[src/rtl/mem_bus_arbiter.sv]
// Arbitrates one single-port memory between the fetch port and the load/store port.
// Fixed priority with a starvation guard; one fixed-latency access in flight at a time.
module mem_bus_arbiter #(
   parameter int unsigned AW            = 32,
   parameter int unsigned DW            = 32,
   parameter int unsigned MEM_LAT       = 1,
   parameter int unsigned DATA_PRIORITY = 1,
   parameter int unsigned MAX_STREAK    = 2
) (
   input  logic            clk,
   input  logic            reset,
   input  logic            i_req,
   input  logic [AW-1:0]   i_addr,
   output logic            i_gnt,
   output logic            i_rvalid,
   output logic [DW-1:0]   i_rdata,
   input  logic            d_req,
   input  logic            d_we,
   input  logic [AW-1:0]   d_addr,
   input  logic [DW-1:0]   d_wdata,
   input  logic [DW/8-1:0] d_wstrb,
   output logic            d_gnt,
   output logic            d_rvalid,
   output logic [DW-1:0]   d_rdata,
   output logic            m_en,
   output logic            m_we,
   output logic [AW-1:0]   m_addr,
   output logic [DW-1:0]   m_wdata,
   output logic [DW/8-1:0] m_wstrb,
   input  logic [DW-1:0]   m_rdata,
   output logic            busy
);

   localparam int unsigned SW = DW / 8;
   localparam int unsigned CW = (MEM_LAT > 1) ? $clog2(MEM_LAT) : 1;
   localparam int unsigned KW = $clog2(MAX_STREAK + 1);
   localparam logic PRIO_D = (DATA_PRIORITY != 0);

   typedef enum logic [1:0] {IDLE, ISSUE, WAIT, RESP} state_t;

   state_t          state_q, state_d;
   logic [CW-1:0]   cnt_q, cnt_d;
   logic [KW-1:0]   streak_q, streak_d;
   logic            owner_q;          // 1 = data port owns the access
   logic            m_we_q;
   logic [AW-1:0]   m_addr_q;
   logic [DW-1:0]   m_wdata_q;
   logic [SW-1:0]   m_wstrb_q;

   logic            grant;
   logic            sel_d;
   logic            contended;

   always_comb begin
      contended = i_req & d_req;
      grant     = (state_q == IDLE) && (i_req || d_req) && !reset;
      if (contended) begin
         // Starvation guard: after MAX_STREAK contended wins the other port goes through.
         sel_d = (streak_q == KW'(MAX_STREAK)) ? !PRIO_D : PRIO_D;
      end else begin
         sel_d = d_req;
      end
   end

   always_comb begin
      state_d  = state_q;
      cnt_d    = cnt_q;
      streak_d = streak_q;
      unique case (state_q)
         IDLE: begin
            if (grant) begin
               state_d = ISSUE;
               if (sel_d == PRIO_D) begin
                  if (contended && (streak_q != KW'(MAX_STREAK))) begin
                     streak_d = streak_q + KW'(1);
                  end
               end else begin
                  streak_d = '0;
               end
            end
         end
         ISSUE: begin
            cnt_d   = CW'(MEM_LAT - 1);
            state_d = (MEM_LAT > 1) ? WAIT : RESP;
         end
         WAIT: begin
            cnt_d = cnt_q - CW'(1);
            if (cnt_q == CW'(1)) begin
               state_d = RESP;
            end
         end
         RESP: state_d = IDLE;
         default: state_d = IDLE;
      endcase
   end

   always_ff @(posedge clk or posedge reset) begin
      if (reset) begin
         state_q  <= IDLE;
         cnt_q    <= '0;
         streak_q <= '0;
      end else begin
         state_q  <= state_d;
         cnt_q    <= cnt_d;
         streak_q <= streak_d;
      end
   end

   always_ff @(posedge clk or posedge reset) begin
      if (reset) begin
         owner_q   <= 1'b0;
         m_we_q    <= 1'b0;
         m_addr_q  <= '0;
         m_wdata_q <= '0;
         m_wstrb_q <= '0;
      end else if (grant) begin
         owner_q <= sel_d;
         if (sel_d) begin
            m_we_q    <= d_we;
            m_addr_q  <= d_addr;
            m_wdata_q <= d_wdata;
            m_wstrb_q <= d_wstrb;
         end else begin
            m_we_q    <= 1'b0;
            m_addr_q  <= i_addr;
            m_wdata_q <= '0;
            m_wstrb_q <= '0;
         end
      end
   end

   always_comb begin
      i_gnt    = grant & !sel_d;
      d_gnt    = grant & sel_d;
      busy     = (state_q != IDLE);
      m_en     = (state_q == ISSUE);
      m_we     = m_we_q;
      m_addr   = m_addr_q;
      m_wdata  = m_wdata_q;
      m_wstrb  = m_wstrb_q;
      i_rvalid = (state_q == RESP) && !owner_q;
      d_rvalid = (state_q == RESP) && owner_q;
      i_rdata  = i_rvalid ? m_rdata : '0;
      d_rdata  = (d_rvalid && !m_we_q) ? m_rdata : '0;
   end

endmodule
[config.mk]
export PLATFORM = sky130hd
export DESIGN_NAME = mem_bus_arbiter
export DESIGN_NICKNAME = d
export VERILOG_FILES = /design/src/rtl/mem_bus_arbiter.sv
export SDC_FILE = /design/constraint.sdc
export NUM_CORES = 1
export LEC_CHECK = 0
export CAP_MARGIN = 5
export CORE_AREA = 2 2 108 110
export CTS_CLUSTER_DIAMETER = 30
export DETAILED_ROUTE_END_ITERATION = 10
export DIE_AREA = 0 0 110 112
export PLACE_DENSITY = 0.85
export SYNTH_ARGS = -nofsm -noshare
export SYNTH_HDL_FRONTEND = slang
export SYNTH_SLANG_ARGS = --single-unit
export TNS_END_PERCENT = 1
[constraint.sdc]
create_clock -name clk -period 2.8 [get_ports clk]
set_clock_uncertainty 0.1 [all_clocks]
set_input_delay 0.56 -clock clk [delete_from_list [all_inputs] [get_ports clk]]
set_output_delay 0.56 -clock clk [all_outputs]
set_load 0.01 [all_outputs]
# Word-level counts from Yosys, hierarchy flattened
# Index checks and enable logic that the tools add are counted.
# totals
out_inout_bits	139
word_cells	51
in_bits	137
reg_bits	75
# op_classes
reduce_logical	16
muxes	14
n_bitwise	3
eq_ne	8
addsub	2
# op_table
op	count
32-bit 2-to-1 mux	4
2-bit 2-to-1 mux	4
2-bit one-hot mux with 4 select lines	1
2-bit equality test (second input constant)	3
1-bit logical AND	6
2-bit != test (second input constant)	3
1-bit logical NOT	4
4-bit 2-to-1 mux	1
2-bit nonzero test	2
1-bit bitwise AND	3
1-bit 2-to-1 mux	3
3-bit AND reduction	1
2-bit by 1-bit adder with 2-bit output (second input constant)	1
2-bit by 1-bit equality test with 1-bit output (second input constant)	1
2-bit logical NOT	1
2-bit by 1-bit != test with 1-bit output (second input constant)	1
1-bit one-hot mux with 2 select lines	1
2-bit AND reduction	1
1-bit logical OR	1
1-bit subtractor (second input constant)	1

# Longest topological paths before layout
# Gate-level depths: netlist of the first run.
# logic_depth
ltp_word	5
mapped_depth	7
depth_no_buf	5

# Least setup slack after synthesis of the first run
# OpenSTA, ideal clock, no wires.
# synth_path
path_type	reg2out
start	register state_q[1]
end	output d_rdata[10]
t_required_ns	2.140
slack_ns	0.790
n_path_buf	1
stages_incl_launch_ff	6
t_arrival_ns	1.350
cell_sequence	dfrtp_1 -> ha_1 -> and2_1 -> nor2b_1 -> clkbuf_1 -> and2_1
# synth_via
elab_chain_cells	4
# synth_lines
element	line_no	rtl
start, declared	41	state_t state_q, state_d;
start signal, assigned	103	state_q <= state_d;
2-bit equality test	142	d_rvalid = (state_q == RESP) && owner_q;
1-bit logical AND	142	
net d_rvalid	23	output logic d_rvalid,
1-bit logical AND	144	d_rdata = (d_rvalid && !m_we_q) ? m_rdata : '0;
32-bit 2-to-1 mux	144	
end, declared	24	output logic [DW-1:0] d_rdata,
# The timed path passes the listed nets, and every way through them passes these cells.

# Worst setup path after layout of the first run
# layout_path
start	register state_q[0]
end	output d_rdata[12]
# layout_via
elab_chain_cells	4
# layout_lines
element	line_no
2-bit equality test	142
1-bit logical AND	142
1-bit logical AND	144
32-bit 2-to-1 mux	144
# No other way between the ends.

==> insert_results.sql, run 1 <==
INSERT INTO impl_metrics (metric_group, metric, value, unit) VALUES
('finish', 'layout_common_cells', 'sky130_fd_sc_hd__clkdlybuf4s50_1, sky130_fd_sc_hd__dfrtp_1, sky130_fd_sc_hd__and2_1', ''),
('timing', 'fin_crit_sh', '99.3', '%'),
('setup_path', 'critical_path.endpoint_type', 'primary output', ''),
('clock_network', 'ctsHoldBuffers', '0', ''),
('setup_path', 'worst-endpoint-required', '2.14', 'ns'),
('setup_path', 'r2r_cells', '7', ''),
('timing', 'setup_viol', '0', ''),
('clock_network', 'cts_buf_count', '9', ''),
('grt', 'grtUsageTotal', '19.8', '%'),
('finish', 'final_common_cell', 'sky130_fd_sc_hd__clkdlybuf4s50_1', ''),
('synth', 'ys_dominant_reg_cell', 'sky130_fd_sc_hd__dfrtp_1', ''),
('timing', 'maxSlewViolCount', '0', ''),
('placed_design', 'final_wtd_congestion', '0.812', ''),
('synth', 'synth_enable_flop_cells', '0', ''),
('power', 'total_power', '6120', 'µW'),
('floorplanning', 'die_x', '110', 'µm'),
('timing', 'post-route-worst-setup-slack', '0.0205', 'ns'),
('timing', 'final_period_minus_worst_setup_slack', '2.78', 'ns'),
('placed_design', 'port_buffers', '275', ''),
('finish', 'area_delta_synth_final', '92.1', '%'),
('drt', 'wirelength', '12500', 'µm'),
('floorplanning', 'num_io_pins', '276', ''),
('placed_design', 'dp_worst_setup_slack', '0.0706', 'ns'),
('floorplanning', 'initial_utilization', '31.6', '%'),
('synth', 'yosys_register_bits', '75', ''),
('grt', 'first_global_vias', '3573', ''),
('drt', 'drt-vias-per-instance', '4.85', ''),
('drt', 'dr_total_vias', '3490', ''),
('setup_path', 'cp_num_cells', '6', ''),
('setup_path', 'crit_buf_inv', '2', ''),
('power', 'p_leak', '0.00312', 'µW'),
('timing', 'finalHoldWorstSlack', '0.405', 'ns'),
('finish', 'antenna_cells', '0', ''),
('worst_hold_path', 'path_category_of_the_worst_min_delay_check', 'reg -> reg', ''),
('synth', 'syn-mean-instance-area', '11.8', 'µm²'),
('finish', 'design.final.nets', '713', ''),
('timing', 'relSlewSlack', '37.3', '%'),
('run_status', 'status', 'completed', ''),
('synth', 'mappedNetlistArea', '0.00353', 'mm²'),
('drt', 'drt_iter0_markers', '196', ''),
('finish', 'final_area', '0.00678', 'mm²'),
('setup_path', 'timing.setup.critical_path_class', 'reg -> out', ''),
('grt', 'grt_pass1_wl', '19000', 'µm'),
('finish', 'post-route-util', '60.6', '%'),
('timing', 'timing_worst_slew_pin_value', '0.938', 'ns'),
('floorplanning', 'area_of_the_placeable_core', '0.0112', 'mm²'),
('setup_path', 'worst_path_cell_trace', 'ha_2 > and2_1 > nor2b_4 > buf_4 > and2_1 > clkdlybuf4s50_1', ''),
('clock_network', 'clockRootBuffer', 'sky130_fd_sc_hd__clkbuf_16', ''),
('setup_path', 'critical_path_peak_fanout', '8', ''),
('synth', 'synth_cells', '299', ''),
('drt', 'antenna_violating_nets_post_route', '0', ''),
('synth', 'yosysWarnings', '0', ''),
('drt', 'drt_drc', '0', ''),
('clock_network', 'cts_htree_levels', '3', ''),
('floorplanning', 'rows', '39', ''),
('timing', 'setup_repair_after_global_routing_missed_its_margin', 'true', ''),
('floorplanning', 'die_h', '112', 'µm'),
('clock_network', 'clkSlewWorstSetupHoldPaths', '0.06', 'ns'),
('setup_path', 'cp_top_family', 'buffers and inverters', ''),
('grt', 'grt_start_max_net_pins', '72', ''),
('placed_design', 'place_area', '0.00641', 'mm²'),
('setup_path', 'cpPeakStageDelay', '0.53', 'ns'),
('setup_path', 'crit_path_top_delay_cell', 'sky130_fd_sc_hd__clkdlybuf4s50_1', ''),
('clock_network', 'worst_skew_pair.late_latency', '0.32', 'ns'),
('job', 'cap_violations', '0', ''),
('synth', 'post_synth_num_cell_types', '26', ''),
('synth', 'syn_nets', '441', ''),
('clock_network', 'max-clock-path-buffers', '2', ''),
('drt', 'detailed_routing_iterations_pass_1', '4', ''),
('setup_path', 'crit_path_start_kind', 'flip-flop', ''),
('floorplanning', 'design.die.area', '0.0123', 'mm²');
-- worst register-to-register path, stage by stage (launching register included) --
cell and delay [ns]:
sky130_fd_sc_hd__dfrtp_1 0.39, sky130_fd_sc_hd__inv_1 0.10, sky130_fd_sc_hd__ha_2 0.23, sky130_fd_sc_hd__nor2b_2 0.16, sky130_fd_sc_hd__buf_4 0.14, sky130_fd_sc_hd__o21ai_4 0.33, sky130_fd_sc_hd__buf_4 0.42, sky130_fd_sc_hd__a22o_1 0.21
-- cells in the mapped netlist (2+ instances only) --
| library cell | instances | area share (%) |
|---|---|---|
| sky130_fd_sc_hd__and2_1 | 65 | 12 |
| sky130_fd_sc_hd__dfrtp_1 | 75 | 53 |
| sky130_fd_sc_hd__ha_1 | 5 | 1.8 |
| sky130_fd_sc_hd__buf_4 | 2 | 0.43 |
| sky130_fd_sc_hd__a22o_1 | 37 | 9.2 |
| sky130_fd_sc_hd__buf_2 | 5 | 0.71 |
| sky130_fd_sc_hd__buf_6 | 6 | 1.9 |
| sky130_fd_sc_hd__inv_1 | 5 | 0.53 |
| sky130_fd_sc_hd__and3_1 | 28 | 5.0 |
| sky130_fd_sc_hd__mux2_2 | 3 | 0.96 |
| sky130_fd_sc_hd__nor2b_1 | 3 | 0.53 |
| sky130_fd_sc_hd__a221o_1 | 32 | 9.1 |
| sky130_fd_sc_hd__clkbuf_1 | 15 | 1.6 |
| sky130_fd_sc_hd__and3_2 | 5 | 1.1 |
| sky130_fd_sc_hd__nor2_1 | 2 | 0.21 |
-- kinds of logic (layout without fill, tap and decap cells) --
group / Yosys count / count (layout) / share of synthesized area [%]
AND/OR/NAND/NOR: 108 / 108 / 19.3
flip-flops: 75 / 75 / 53.2
AO/OA/AOI/OAI: 74 / 74 / 19.3
buffers and inverters: 33 / 310 / 5.18
adder cells (fa/ha/maj): 5 / 5 / 1.77
multiplexers: 4 / 4 / 1.24
-- path summary, 6_finish.rpt --
kind | startpoint | end | slack (ns)
max | state_q[0]$_DFFE_PP0P_ | d_rdata[12] | 0.02
min | m_wdata[27]$_DFFE_PP0N_ | m_wdata[27]$_DFFE_PP0N_ | 0.41
max reg2reg | state_q[0]$_DFFE_PP0P_ | m_wstrb[0]$_DFFE_PP0N_ | 0.65
min reg2reg | m_wdata[27]$_DFFE_PP0N_ | m_wdata[27]$_DFFE_PP0N_ | 0.41
max in group asynchronous | reset | m_wdata[29]$_DFFE_PP0N_ | 1.44
min in group asynchronous | reset | m_addr[24]$_DFFE_PP0N_ | 0.55
-- final cells by class --
type	count	area (µm²)
Clock inverter	6	53.8
Inverter	5	20.0
Sequential cell	75	1880
Timing Repair Buffer	289	2920
Multi-Input combinational cell	191	1490
Clock buffer	10	239
Fill cell	914	4400
Tap cell	143	179
-- power breakdown --
| group | total [µW] | switching [µW] | internal [µW] |
|---|---|---|---|
| Clock | 1110 | 471 | 641 |
| Combinational | 3160 | 1210 | 1940 |
| Sequential | 1850 | 283 | 1570 |
| Total | 6120 | 1970 | 4150 |
-- state kept, by name, summed over array words and instances (netlist names) --
signal    cells
m_wdata      32
m_wstrb       4
state_q       2
cnt_q         1
m_we          1
owner_q       1
m_addr       32
streak_q      2
-- metal layers --
metal / up-vias / share of wire [%] / global-route usage, %
met3: 25 / 6.7 / 4.63
met5: - / 0.10 / 0
met1: 1670 / 43 / 26.7
met2: 153 / 49 / 31.2
li1: 1640 / - / -
met4: 2 / 2.1 / 6.58
-- metrics by stage --
| step | setup TNS (ns) | instances |
|---|---|---|
| 2_1_floorplan | 0 | 299 |
| 3_3_place_gp | 0 | 700 |
| 3_5_place_dp | 0 | 700 |
| 4_1_cts | 0 | 719 |
| 5_1_grt | -1.96 | 719 |
| 6_report | 0 | 719 |
-- timing repair --
| item | 4_1_cts | 5_1_grt |
|---|---|---|
| setup buffers | 1 | 0 |
| endpoints found under the setup margin | 32 | 62 |
| gates resized for setup | 7 | 14 |
| gates cloned | 2 | 0 |
No activity file was read; power rests on OpenSTA's default activity.
==> run 2: changes to the inputs <==
--- a/config.mk
+++ b/config.mk
@@ -6,11 +6,12 @@
 export NUM_CORES = 1
 export LEC_CHECK = 0
 export CAP_MARGIN = 5
-export CORE_AREA = 2 2 108 110
+export CORE_AREA = 2 2 109 111
 export CTS_CLUSTER_DIAMETER = 30
 export DETAILED_ROUTE_END_ITERATION = 10
-export DIE_AREA = 0 0 110 112
-export PLACE_DENSITY = 0.85
+export DIE_AREA = 0 0 111 113
+export GPL_TIMING_DRIVEN = 1
+export PLACE_DENSITY = 0.84
 export SYNTH_ARGS = -nofsm -noshare
 export SYNTH_HDL_FRONTEND = slang
 export SYNTH_SLANG_ARGS = --single-unit
==> constraint.sdc (replaced) <==
create_clock -name clk -period 3.4 [get_ports clk]
set_clock_uncertainty 0.1 [all_clocks]
set_input_delay 0.68 -clock clk [delete_from_list [all_inputs] [get_ports clk]]
set_output_delay 0.68 -clock clk [all_outputs]
set_load 0.01 [all_outputs]
==> insert_results.sql, run 2 (same netlist as run 1, synthesis figures left out) <==
INSERT INTO impl_metrics (metric_group, metric, value, unit) VALUES
('run_status', 'status', 'completed', ''),
('drt', 'post_drt_wl_per_cell', '17.0', 'µm'),
('clock_network', 'worst_skew_pair.late_latency', '0.33', 'ns'),
('clock_network', 'number_of_instances_resized_during_post_cts_repair', '0', ''),
('power', 'power_frac_seq', '29.8', '%'),
('clock_network', 'clkSlewWorstSetupHoldPaths', '0.06', 'ns'),
('finish', 'post-route-util', '59.5', '%'),
('drt', 'detailed_routing_iterations_pass_1', '4', ''),
('drt', 'wirelength', '12100', 'µm'),
('grt', 'grt_start_max_net_pins', '72', ''),
('drt', 'drt_iter0_markers', '190', ''),
('timing', 'final_period_minus_worst_setup_slack', '3.00', 'ns'),
('timing', 'timing_worst_slew_pin_value', '0.747', 'ns'),
('finish', 'layout_fillers', '973', ''),
('power', 'power.switching_fraction', '30.9', '%'),
('clock_network', 'ctsHoldBuffers', '0', ''),
('job', 'cap_violations', '0', ''),
('power', 'total_switching_power', '1570', 'µW'),
('grt', 'grt-ovfl-total', '0', ''),
('floorplanning', 'area_of_the_placeable_core', '0.0113', 'mm²'),
('timing', 'timing.final.hold_violations', '0', ''),
('power', 'worst_ir_drop_vdd', '0.389', 'mV'),
('timing', 'setup_repair_after_global_routing_missed_its_margin', 'false', ''),
('clock_network', 'clock_sinks', '75', ''),
('drt', 'antenna_violating_nets_post_route', '0', ''),
('setup_path', 'critical_path.endpoint_type', 'primary output', ''),
('clock_network', 'cts_setup_buffers', '0', ''),
('drt', 'drt-vias-per-instance', '4.86', ''),
('placed_design', 'final_wtd_congestion', '0.833', ''),
('clock_network', 'cts_htree_levels', '3', ''),
('power', 'power.share.combinational', '49.7', '%'),
('power', 'p_leak', '0.00293', 'µW'),
('clock_network', 'cts_buf_count', '9', ''),
('timing', 'finalSetupTns', '0', 'ns'),
('timing', 'relSlewSlack', '50.2', '%'),
('clock_network', 'tritoncts', 'built', ''),
('timing', 'setup_viol', '0', ''),
('floorplanning', 'num_io_pins', '276', ''),
('setup_path', 'arrival', '2.22', 'ns'),
('grt', 'antenna_found_initial', '0', ''),
('floorplanning', 'die_h', '113', 'µm'),
('timing', 'fin_crit_sh', '88.2', '%'),
('floorplanning', 'rows', '39', ''),
('placed_design', 'dp_worst_setup_slack', '0.423', 'ns'),
('placed_design', 'dp_hpwl', '9210', 'µm'),
('drt', 'drt_drc', '0', ''),
('power', 'pwr-share-clk', '20.5', '%'),
('power', 'internal-power', '3520', 'µW'),
('drt', 'dr_total_vias', '3461', ''),
('clock_network', 'max-clock-path-buffers', '2', ''),
('timing', 'maxSlewViolCount', '0', ''),
('placed_design', 'port_buffers', '275', ''),
('worst_hold_path', 'worst_hold_path.num_cells', '1', ''),
('setup_path', 'crit_path_start_kind', 'flip-flop', ''),
('worst_hold_path', 'path_category_of_the_worst_min_delay_check', 'reg -> reg', ''),
('setup_path', 'r2r_cells', '6', ''),
('finish', 'design.final.nets', '706', ''),
('power', 'power.density', '760', 'mW/mm²'),
('floorplanning', 'design.die.area', '0.0125', 'mm²'),
('clock_network', 'clockRootBuffer', 'sky130_fd_sc_hd__clkbuf_16', ''),
('timing', 'post-route-worst-setup-slack', '0.400', 'ns'),
('finish', 'area_delta_synth_final', '90.0', '%'),
('timing', 'peak_freq', '333', 'MHz'),
('setup_path', 'timing.setup.critical_path_class', 'reg -> out', ''),
('finish', 'layout_common_cells', 'sky130_fd_sc_hd__clkdlybuf4s50_1, sky130_fd_sc_hd__dfrtp_1, sky130_fd_sc_hd__and2_1', ''),
('floorplanning', 'die_x', '111', 'µm'),
('finish', 'final_common_cell', 'sky130_fd_sc_hd__clkdlybuf4s50_1', ''),
('grt', 'grtUsageTotal', '19.0', '%'),
('finish', 'layout-drive-gt1-share', '6.50', '%'),
('setup_path', 'worst-endpoint-required', '2.62', 'ns'),
('setup_path', 'critical_path_peak_fanout', '32', ''),
('grt', 'first_global_vias', '3508', ''),
('floorplanning', 'initial_utilization', '31.3', '%'),
('finish', 'antenna_cells', '0', ''),
('grt', 'grt_pass1_wl', '19100', 'µm');
-- run 2: changes by cell type in the layout (fill, tap and decap cells not counted), moves of 2 or more --
cell / delta
sky130_fd_sc_hd__buf_4: -4
sky130_fd_sc_hd__bufinv_16: +2
sky130_fd_sc_hd__buf_6: -2
sky130_fd_sc_hd__dlymetal6s2s_1: -10
sky130_fd_sc_hd__ha_1: +2
sky130_fd_sc_hd__ha_2: -2
sky130_fd_sc_hd__clkdlybuf4s50_1: +10
-- run 2: power by group through the flow --
stage	registers [µW]	logic, µW	clock network [µW]
3_3_place_gp	1510	2520	0
4_1_cts	1520	2570	1070
5_1_grt	1570	2700	1120
2_1_floorplan	1680	914	0
6_report	1520	2530	1040
3_5_place_dp	1530	2560	0
-- run 2: layout make-up --
type	instances	area [µm²]	area share, %
inverter	5	18.8	0.280
multi-input combinational	191	1480	22.0
timing repair buffer	282	2820	42.0
tap	143	179	2.67
clock inverter	6	93.8	1.40
clock buffer	10	239	3.57
sequential	75	1880	28.0
-- run 2: critical path, cell delays in order, from the launching register on --
cell and delay [ns]:
sky130_fd_sc_hd__dfrtp_1 0.40, sky130_fd_sc_hd__ha_1 0.20, sky130_fd_sc_hd__and2_1 0.15, sky130_fd_sc_hd__nor2b_1 0.12, sky130_fd_sc_hd__buf_4 0.26, sky130_fd_sc_hd__and2_1 0.21
sky130_fd_sc_hd__clkdlybuf4s50_1 0.55
-- run 2: layer usage --
layer,wire [µm],up-vias,global-route usage (%)
li1,-,1627,-
met1,5070,1675,24.1
met2,6110,141,32.4
met3,678,18,4.23
met4,252,0,6.42
met5,0,-,0
-- run 2: worst paths after layout --
| check | from | endpoint | slack (ns) |
|---|---|---|---|
| worst max-delay path | state_q[1]$_DFFE_PP0P_ | d_rdata[19] | 0.40 |
| worst min-delay path | owner_q$_DFFE_PP0N_ | owner_q$_DFFE_PP0N_ | 0.40 |
| worst max register to register | state_q[0]$_DFFE_PP0P_ | m_addr[24]$_DFFE_PP0N_ | 1.01 |
| worst min register to register | owner_q$_DFFE_PP0N_ | owner_q$_DFFE_PP0N_ | 0.40 |
| max in group asynchronous | reset | m_wdata[28]$_DFFE_PP0N_ | 1.92 |
| min in group asynchronous | reset | m_addr[13]$_DFFE_PP0N_ | 0.65 |
-- run 2: through the flow --
stage               total power [µW]  instances  hold slack, ns  area [µm²]
floorplan                       2590        299           0.364        3530
global placement                4030        696           0.375        6370
detailed placement              4080        696           0.390        6370
CTS                             5160        712           0.406        6700
global route                    5390        712           0.418        6700
finish                          5090        712           0.398        6700
